[src/rtl/linear_result_reader.sv]
// linear_result_reader: streams words out of the bar2 result memory.
// Sequential reads go to a fixed-latency read port. Returning words are
// buffered in a small FIFO and presented on a valid/ready stream. A credit
// rule (in-flight reads plus buffered words) keeps the FIFO from overflowing.
module linear_result_reader #(
  parameter int WIDTH      = 64,
  parameter int RD_LAT     = 7,
  parameter int FIFO_DEPTH = 16,
  parameter int ADDR_STEP  = 1
) (
  input  logic             clk,
  input  logic             rst_n,
  input  logic             start,
  input  logic [31:0]      base_addr,
  input  logic [15:0]      num_words,
  output logic             busy,
  output logic             done,
  output logic             write_en_bar2,
  output logic [WIDTH-1:0] data_in_bar2,
  output logic [31:0]      addr_bar2,
  input  logic [WIDTH-1:0] data_out_bar2,
  output logic             m_valid,
  input  logic             m_ready,
  output logic [WIDTH-1:0] m_data,
  output logic             m_last
);

  localparam int PW = $clog2(FIFO_DEPTH);
  localparam int CW = PW + 1;

  typedef enum logic [1:0] {
    IDLE,
    RUN,
    DRAIN,
    FIN
  } state_t;

  state_t            state;
  logic [15:0]       total;
  logic [15:0]       issued;
  logic [15:0]       popped;
  logic [CW-1:0]     inflight;
  logic [CW-1:0]     fifo_count;
  logic [RD_LAT-1:0] tag_sr;
  logic [PW-1:0]     wr_ptr;
  logic [PW-1:0]     rd_ptr;
  logic [WIDTH-1:0]  fifo_mem [FIFO_DEPTH];

  logic              issue;
  logic              push;
  logic              pop;
  logic [CW:0]       credit_used;

  // This block only reads memory.
  assign write_en_bar2 = 1'b0;
  assign data_in_bar2  = '0;

  // A read issues only when every outstanding and buffered word still fits in the FIFO.
  always_comb begin
    credit_used = {1'b0, inflight} + {1'b0, fifo_count};
    issue       = (state == RUN) && (issued < total) &&
                  (credit_used < (CW+1)'(FIFO_DEPTH));
    push        = tag_sr[RD_LAT-1];
    pop         = m_valid && m_ready;
  end

  // Stream side shows the FIFO head. Data reads as zero while the FIFO is empty.
  always_comb begin
    m_valid = (fifo_count != '0);
    m_data  = m_valid ? fifo_mem[rd_ptr] : '0;
    m_last  = m_valid && (popped == total - 16'd1);
  end

  // Control FSM, address generation and transfer counters.
  always_ff @(posedge clk) begin
    if (!rst_n) begin
      state     <= IDLE;
      busy      <= 1'b0;
      done      <= 1'b0;
      addr_bar2 <= '0;
      total     <= '0;
      issued    <= '0;
      popped    <= '0;
    end else begin
      if (pop) popped <= popped + 16'd1;
      case (state)
        IDLE: begin
          done <= 1'b0;
          if (start) begin
            // A zero-length job passes through RUN for one cycle and issues nothing.
            // This gives it the same done timing as the normal FIN entry.
            state  <= RUN;
            busy   <= 1'b1;
            total  <= num_words;
            issued <= '0;
            popped <= '0;
            if (num_words != 16'd0) addr_bar2 <= base_addr;
          end
        end
        RUN: begin
          if (total == 16'd0) begin
            state <= FIN;
            done  <= 1'b1;
          end else if (issue) begin
            issued    <= issued + 16'd1;
            addr_bar2 <= addr_bar2 + 32'(ADDR_STEP);
            if (issued == total - 16'd1) state <= DRAIN;
          end
        end
        DRAIN: begin
          if (pop && m_last) begin
            state <= FIN;
            done  <= 1'b1;
          end
        end
        FIN: begin
          state <= IDLE;
          done  <= 1'b0;
          busy  <= 1'b0;
        end
        default: state <= IDLE;
      endcase
    end
  end

  // The return tag pipeline marks the cycle in which each issued read's data arrives.
  always_ff @(posedge clk) begin
    if (!rst_n) tag_sr <= '0;
    else        tag_sr <= {tag_sr[RD_LAT-2:0], issue};
  end

  // Track reads in flight and the FIFO occupancy. These two counts feed the credit check.
  always_ff @(posedge clk) begin
    if (!rst_n) begin
      inflight   <= '0;
      fifo_count <= '0;
      wr_ptr     <= '0;
      rd_ptr     <= '0;
    end else begin
      case ({issue, push})
        2'b10:   inflight <= inflight + CW'(1);
        2'b01:   inflight <= inflight - CW'(1);
        default: inflight <= inflight;
      endcase
      case ({push, pop})
        2'b10:   fifo_count <= fifo_count + CW'(1);
        2'b01:   fifo_count <= fifo_count - CW'(1);
        default: fifo_count <= fifo_count;
      endcase
      if (push) wr_ptr <= wr_ptr + PW'(1);
      if (pop)  rd_ptr <= rd_ptr + PW'(1);
    end
  end

  // FIFO storage. The credit rule guarantees that a push never overwrites an unread word.
  always_ff @(posedge clk) begin
    if (push) fifo_mem[wr_ptr] <= data_out_bar2;
  end

endmodule

[config.mk]
export PLATFORM = sky130hd
export DESIGN_NAME = linear_result_reader
export DESIGN_NICKNAME = d
export VERILOG_FILES = /design/src/rtl/linear_result_reader.sv
export SDC_FILE = /design/constraint.sdc
export NUM_CORES = 1
export LEC_CHECK = 0
export CORE_MARGIN = 2
export CORE_UTILIZATION = 45
export CTS_BUF_LIST = sky130_fd_sc_hd__clkbuf_4
export DETAILED_ROUTE_END_ITERATION = 10
export PLACE_DENSITY_LB_ADDON = 0.1
export SLEW_MARGIN = 20
export SYNTH_ARGS = -nofsm -noshare
export SYNTH_HDL_FRONTEND = slang
export SYNTH_SLANG_ARGS = --single-unit
[constraint.sdc]
create_clock -name clk -period 3.3 [get_ports clk]
set_input_delay 0.825 -clock clk [delete_from_list [all_inputs] [get_ports clk]]
set_output_delay 0.825 -clock clk [all_outputs]
set_load 0.005 [all_outputs]
==> impl_metrics.toml, run 1 <==
[sta]
maxSlewHeadroom_pct = 48.8
fmax_ghz = 0.221
rsz0062_at_grt = "true"
period_share_pct = 137
slew_violations = 0
min_period_ns = 4.52
timing.setup.tns_ns = -55.38
finClkSkew_ns = 0.0796
timing.final.hold_violations = 0
worst_slack_ns = -1.22
worstMarginPinSlew_ns = 0.767
setup_viol = 66

[global_route]
grt_pass1_wl_um = 179000
globalRouteOverflowTotal = 0
grtUsageTotal_pct = 22.8
grt_pass1_vias = 28000
grt_antenna_before_repair = 10
grt_max_degree = 54

[synthesis]
synthTopCellsByCount = "1024 x edfxtp_1, 320 x mux4_2, 115 x nand2_1"
syn_area_per_cell_um2 = 18.5
synth_seq_area_share_pct = 71.1
yosysMostFrequentCell = "edfxtp_1"
synthFlopType = "edfxtp_1"
async_flop_share_pct = 0
yosys.area.top_type = "edfxtp_1"
yosysWarnings = 0
post-synth-top-area-fraction_pct = 66.2
ys_types = 75
synthTopCellsByArea = "edfxtp_1 66%, mux4_2 16%, dfxtp_1 4.9%"
syn_inst = 2504
netlist_area_um2 = 46400
synth-seq-cells = 1137
synth_edf_count = 1024

[cts]
cts_buffer_depth = 4
cts_hold_buf = 0
worstSkewPairLatency_ns = 1.16
htree_levels = 5
numCtsBuffers = 315
clock-sinks = 1137
clockRootBuffer = "clkbuf_4"
cts_tree = "done"
clk_pin_slew_ns = 0.06

[critical_path]
r2r_cells = 16
path_cells = "or4_4, or4_4, nor3b_4, nor4_2, or2b_1, nor4_2, buf_4, buf_6"
start_kind = "flip-flop"
worstSetupEndpointType = "output pin"
cp_max_fo = 2
worstPathArrival_ns = 3.70
max_stage_delay_ns = 0.56
worstPathRequired_ns = 2.47
crit_type = "flip-flop to output pin"
slowest_stage = "or4_4"

[detailed_routing]
drc_errors = 0
finalWirelength_um = 120000
ant_nets = 0
drt-initial-drc-count = 2166
drt-pass1-iter-count = 8
post_drt_wl_per_cell_um = 25.0
viasPerCell = 5.53
vias = 26500

[place]
port_buffers = 215
dp_hpwl_um = 67500
gp_congestion = 0.905
pre_cts_slack_ns = -0.646

[pwr]
power_mw = 31.7
p_seq_share_pct = 50.9
p_clk_share_pct = 37.1
ir_drop_uv = 338
power_density_nw_per_um2 = 549
p_int_mw = 23.9
power.switching_mw = 7.86
power.leakage_nw = 19.4
swShare_pct = 24.8
p_comb_share_pct = 12.0

[die]
fp.dieW_um = 325
start_util_pct = 45.5
fp.coreArea_um2 = 102000
dieArea_um2 = 106000
ioPinCount = 281
die_h_um = 325
rows = 117

[hold_path]
hold_depth = 3
hold_path.class = "input port to flip-flop"

[run_status]
violations = "setup timing"
outcome = "complete, but fails checks"

[cells_and_area]
fin_nets = 3380
syn_to_final_growth_pct = 24.6
drive_above_1_share_pct = 38.5
fin_util_pct = 56.7
fill_cells = 7910

[job]
drv_cap = 0
worst paths after layout:
| check | from | endpoint | slack (ns) |
|---|---|---|---|
| setup reg to reg | total[1] | inflight[4] | 0.06 |
| hold / removal | num_words[7] | total[7] | 0.30 |
| setup / recovery | total[10] | m_last | -1.22 |
| hold reg to reg | tag_sr[5] | tag_sr[6] | 0.43 |
cell type report:
type                    count  area, um^2  share of cell area [%]
inverters                  42         160                   0.277
flip-flops and latches   1137       33000                    57.1
multi-input cells        1182       13200                    22.7
clock buffers             443        3330                    5.75
well taps                1368        1710                    2.96
clock inverters            73         318                   0.549
repair buffers            543        6130                    10.6
diodes                      7        17.5                  0.0303
through the flow:
step | std cells | area (um^2) | hold slack, ns
6_report | 4795 | 57900 | 0.304
2_1_floorplan | 2568 | 46700 | 0.412
3_5_place_dp | 4152 | 51800 | 0.420
4_1_cts | 4773 | 57400 | 0.156
5_1_grt | 4795 | 57900 | 0.260
3_3_place_gp | 4152 | 51800 | 0.423
cell usage in the layout, fill, tap and decap left out, types with 12 or more instances in the layout:
master | netlist | layout
edfxtp_1 | 1024 | 1024
clkbuf_4 | 0 | 443
mux4_2 | 320 | 320
clkdlybuf4s50_1 | 0 | 149
buf_4 | 66 | 149
nand2_1 | 115 | 115
dfxtp_1 | 113 | 101
nor2_1 | 89 | 87
buf_12 | 0 | 87
a21oi_1 | 80 | 74
conb_1 | 1 | 65
buf_6 | 2 | 58
clkinv_1 | 0 | 55
nor2b_4 | 0 | 54
buf_2 | 8 | 46
nand3_1 | 45 | 45
xor2_1 | 39 | 38
buf_8 | 0 | 37
ha_1 | 41 | 35
inv_1 | 41 | 34
xnor2_1 | 29 | 29
nand4_1 | 25 | 25
o21ai_0 | 27 | 25
nor3_1 | 21 | 20
nor2b_1 | 73 | 19
and3_1 | 18 | 18
and2_4 | 0 | 16
inv_2 | 1 | 14
nor4_1 | 14 | 12
a31oi_1 | 12 | 12
and2_1 | 28 | 12
power groups by stage:
| stage | Clock [mW] | Sequential (mW) | Combinational [mW] |
|---|---|---|---|
| final | 11.8 | 16.2 | 3.81 |
| after CTS | 12.1 | 16.1 | 3.81 |
| after detailed placement | 0 | 16.5 | 3.53 |
| after floorplan | 0 | 16.4 | 1.92 |
| after global routing | 12.9 | 16.2 | 4.14 |
| after global placement | 0 | 16.4 | 3.47 |
worst max-delay path, delay by kind of cell (launching register included):
kind | cells | cell delay, ns
simple gates | 6 | 2.04
buf+inv | 2 | 0.25
flops | 1 | 0.32
flip-flops by register name (all words and copies together), names as in the netlist, 4 cells and up, named ones only:
name and count:
fifo_mem 1024, inflight 5, rd_ptr 4, addr_bar2 32
issued 16, fifo_count 5, wr_ptr 4, popped 16
tag_sr 7, total 16
kinds of logic after synthesis:
family | synth area share [%]
simple gates | 5.25
mux | 15.6
xor+xnor | 1.33
buf+inv | 2.60
flops | 71.1
other cells | 0.00807
compound gates | 2.90
fa+ha+maj | 1.19
routing by layer:
metal | track usage, % | share of wire, %
met4 | 8.34 | 2.5
met1 | 30.2 | 42
met2 | 37.3 | 50
met5 | 0 | 0.066
met3 | 4.91 | 6.2
repair_timing:
action | in CTS | in global routing
gates cloned | 16 | 0
endpoints found under the hold margin | 0 | 0
pin swaps | 11 | 10
resized for setup | 479 | 163
buffers inserted | 89 | 61
setup endpoints to repair | 71 | 81
No activity file was read; power rests on OpenSTA's default activity.
==> inputs of run 2 (changes only) <==
Clock period 3.3 ns to 5 ns, I/O delays scaled along.
==> impl_metrics.toml, run 2 (synthesis gave the netlist of run 1 again) <==
[hold_path]
hold_path.class = "flip-flop to flip-flop"

[cells_and_area]
fill_cells = 8221
fin_util_pct = 54.2
multi_input_area_um2 = 12600
syn_to_final_growth_pct = 19.1
fin_nets = 3196
regMostFlops = "fifo_mem"
largestRegisters = "fifo_mem x1024, addr_bar2 x32"
final_cell_count_no_fill = 4613
largest_reg_flops = 1024
layout_common_cells = "1024 x edfxtp_1, 447 x clkbuf_4, 320 x mux4_2"
mostFrequentLayoutCell = "edfxtp_1"
drive_above_1_share_pct = 30.7
regArea_um2 = 33000

[place]
dp_hpwl_um = 63600
dpl.cell_count = 4015
gp_congestion = 0.884
pre_cts_slack_ns = 0.430
port_buffers = 215

[critical_path]
cp_max_fo = 11
worstPathArrival_ns = 3.63
path_cells = "or3_4, or3_1, a2111oi_2, o2111a_1, nand2_1, nor4_4, buf_2"
crit_family = "simple AND/OR/NAND/NOR gates"
worstSetupEndpointType = "output pin"
max_stage_delay_ns = 0.45
crit_type = "flip-flop to output pin"
worst-path-buf-inv = 1
start_kind = "flip-flop"
worstPathRequired_ns = 3.75
slowest_stage = "or3_4"

[sta]
fmax_ghz = 0.205
rsz0062_at_grt = "true"
finClkSkew_ns = 0.100
whs_ns = 0.400
min_period_ns = 4.88
setup_viol = 0
worstMarginPinSlew_ns = 0.919
timing.final.hold_violations = 0
worst_slack_ns = 0.124
slew_violations = 0
period_share_pct = 97.5
timing.setup.tns_ns = 0
maxSlewHeadroom_pct = 38.7

[cts]
cts_buffer_depth = 4
worstSkewPairLatency_ns = 1.16
clock-sinks = 1137
clockRootBuffer = "clkbuf_4"
cts_tree = "done"
clk_pin_slew_ns = 0.07
numCtsBuffers = 312
htree_levels = 5

[detailed_routing]
drc_errors = 0
ant_nets = 0
drt-pass1-iter-count = 5
viasPerCell = 5.61
vias = 25900
post_drt_wl_per_cell_um = 25.6
finalWirelength_um = 118000
drt-initial-drc-count = 2435

[pwr]
power_density_nw_per_um2 = 376
swShare_pct = 24.6
p_comb_share_pct = 9.9
p_int_mw = 15.7
p_clk_share_pct = 38.6
power.switching_mw = 5.12
ir_drop_uv = 203
power.leakage_nw = 18.7
p_seq_share_pct = 51.5

[die]
fp.dieW_um = 325
die_h_um = 325
rows = 117
fp.coreArea_um2 = 102000
dieArea_um2 = 106000
ioPinCount = 281
start_util_pct = 45.5

[run_status]
outcome = "finished clean"

[global_route]
grt_antenna_before_repair = 13
grt_pass1_wl_um = 172000
grtUsageTotal_pct = 22.2
globalRouteOverflowTotal = 0
grt_max_degree = 66
grt_pass1_vias = 26600

[job]
drv_cap = 0
[run 2: cell count changes in the layout (fill, tap and decap cells not counted), moves of 10 or more]
cell            delta
buf_12            -70
buf_6             -56
nor2b_4           -54
nor2b_1           +53
buf_4             -47
buf_2             -44
dlymetal6s2s_1    +38
buf_8             -36
dlygate4sd2_1     +11
buf_16            +10
[run 2: power by group through the flow]
stage,combinational [mW],sequential [mW],clock (mW)
after floorplan,1.26,10.8,0
after global placement,1.98,10.9,0
after detailed placement,2.01,10.9,0
after CTS,2.04,10.7,8.28
after global routing,2.26,10.7,8.79
final,2.06,10.7,8.02
[run 2: final timing paths]
| path | startpoint | end | slack [ns] | cells past startpoint |
|---|---|---|---|---|
| min reg2reg | tag_sr[5] | tag_sr[6] | 0.40 | 1 |
| max reg2reg | total[11] | inflight[4] | 0.92 | 14 |
| min | tag_sr[5] | tag_sr[6] | 0.40 | 1 |
| max | total[4] | m_last | 0.12 | 7 |
[run 2: layout make-up]
cell class / count / area share [%]
Sequential cell: 1137 / 59.7
Multi-Input combinational cell: 1182 / 22.7
Timing Repair Buffer: 362 / 7.34
Clock buffer: 447 / 6.07
Tap cell: 1368 / 3.10
Clock inverter: 72 / 0.744
Inverter: 42 / 0.285
Antenna cell: 3 / 0.0136
[run 2: metal layers]
metal | up-vias | share of wire, % | global-route usage (%)
met5 | - | 0.11 | 0
met2 | 921 | 49 | 35.6
met3 | 157 | 7.1 | 6.10
met4 | 20 | 1.5 | 6.42
met1 | 13500 | 42 | 29.8
li1 | 11200 | - | -
[run 2: repair_timing]
action,CTS,global route
buffers inserted,14,44
setup endpoints to repair,65,45
cloned,15,3
endpoints found under the hold margin,0,0
pin swaps,1,0
resized for setup,64,70
hold buffers,0,0
[run 2: metrics by stage]
stage | power (mW) | instance area (um^2)
2_1_floorplan | 12.1 | 46700
3_3_place_gp | 12.9 | 50200
3_5_place_dp | 12.9 | 50200
4_1_cts | 21.0 | 54700
5_1_grt | 21.8 | 55300
6_report | 20.8 | 55300
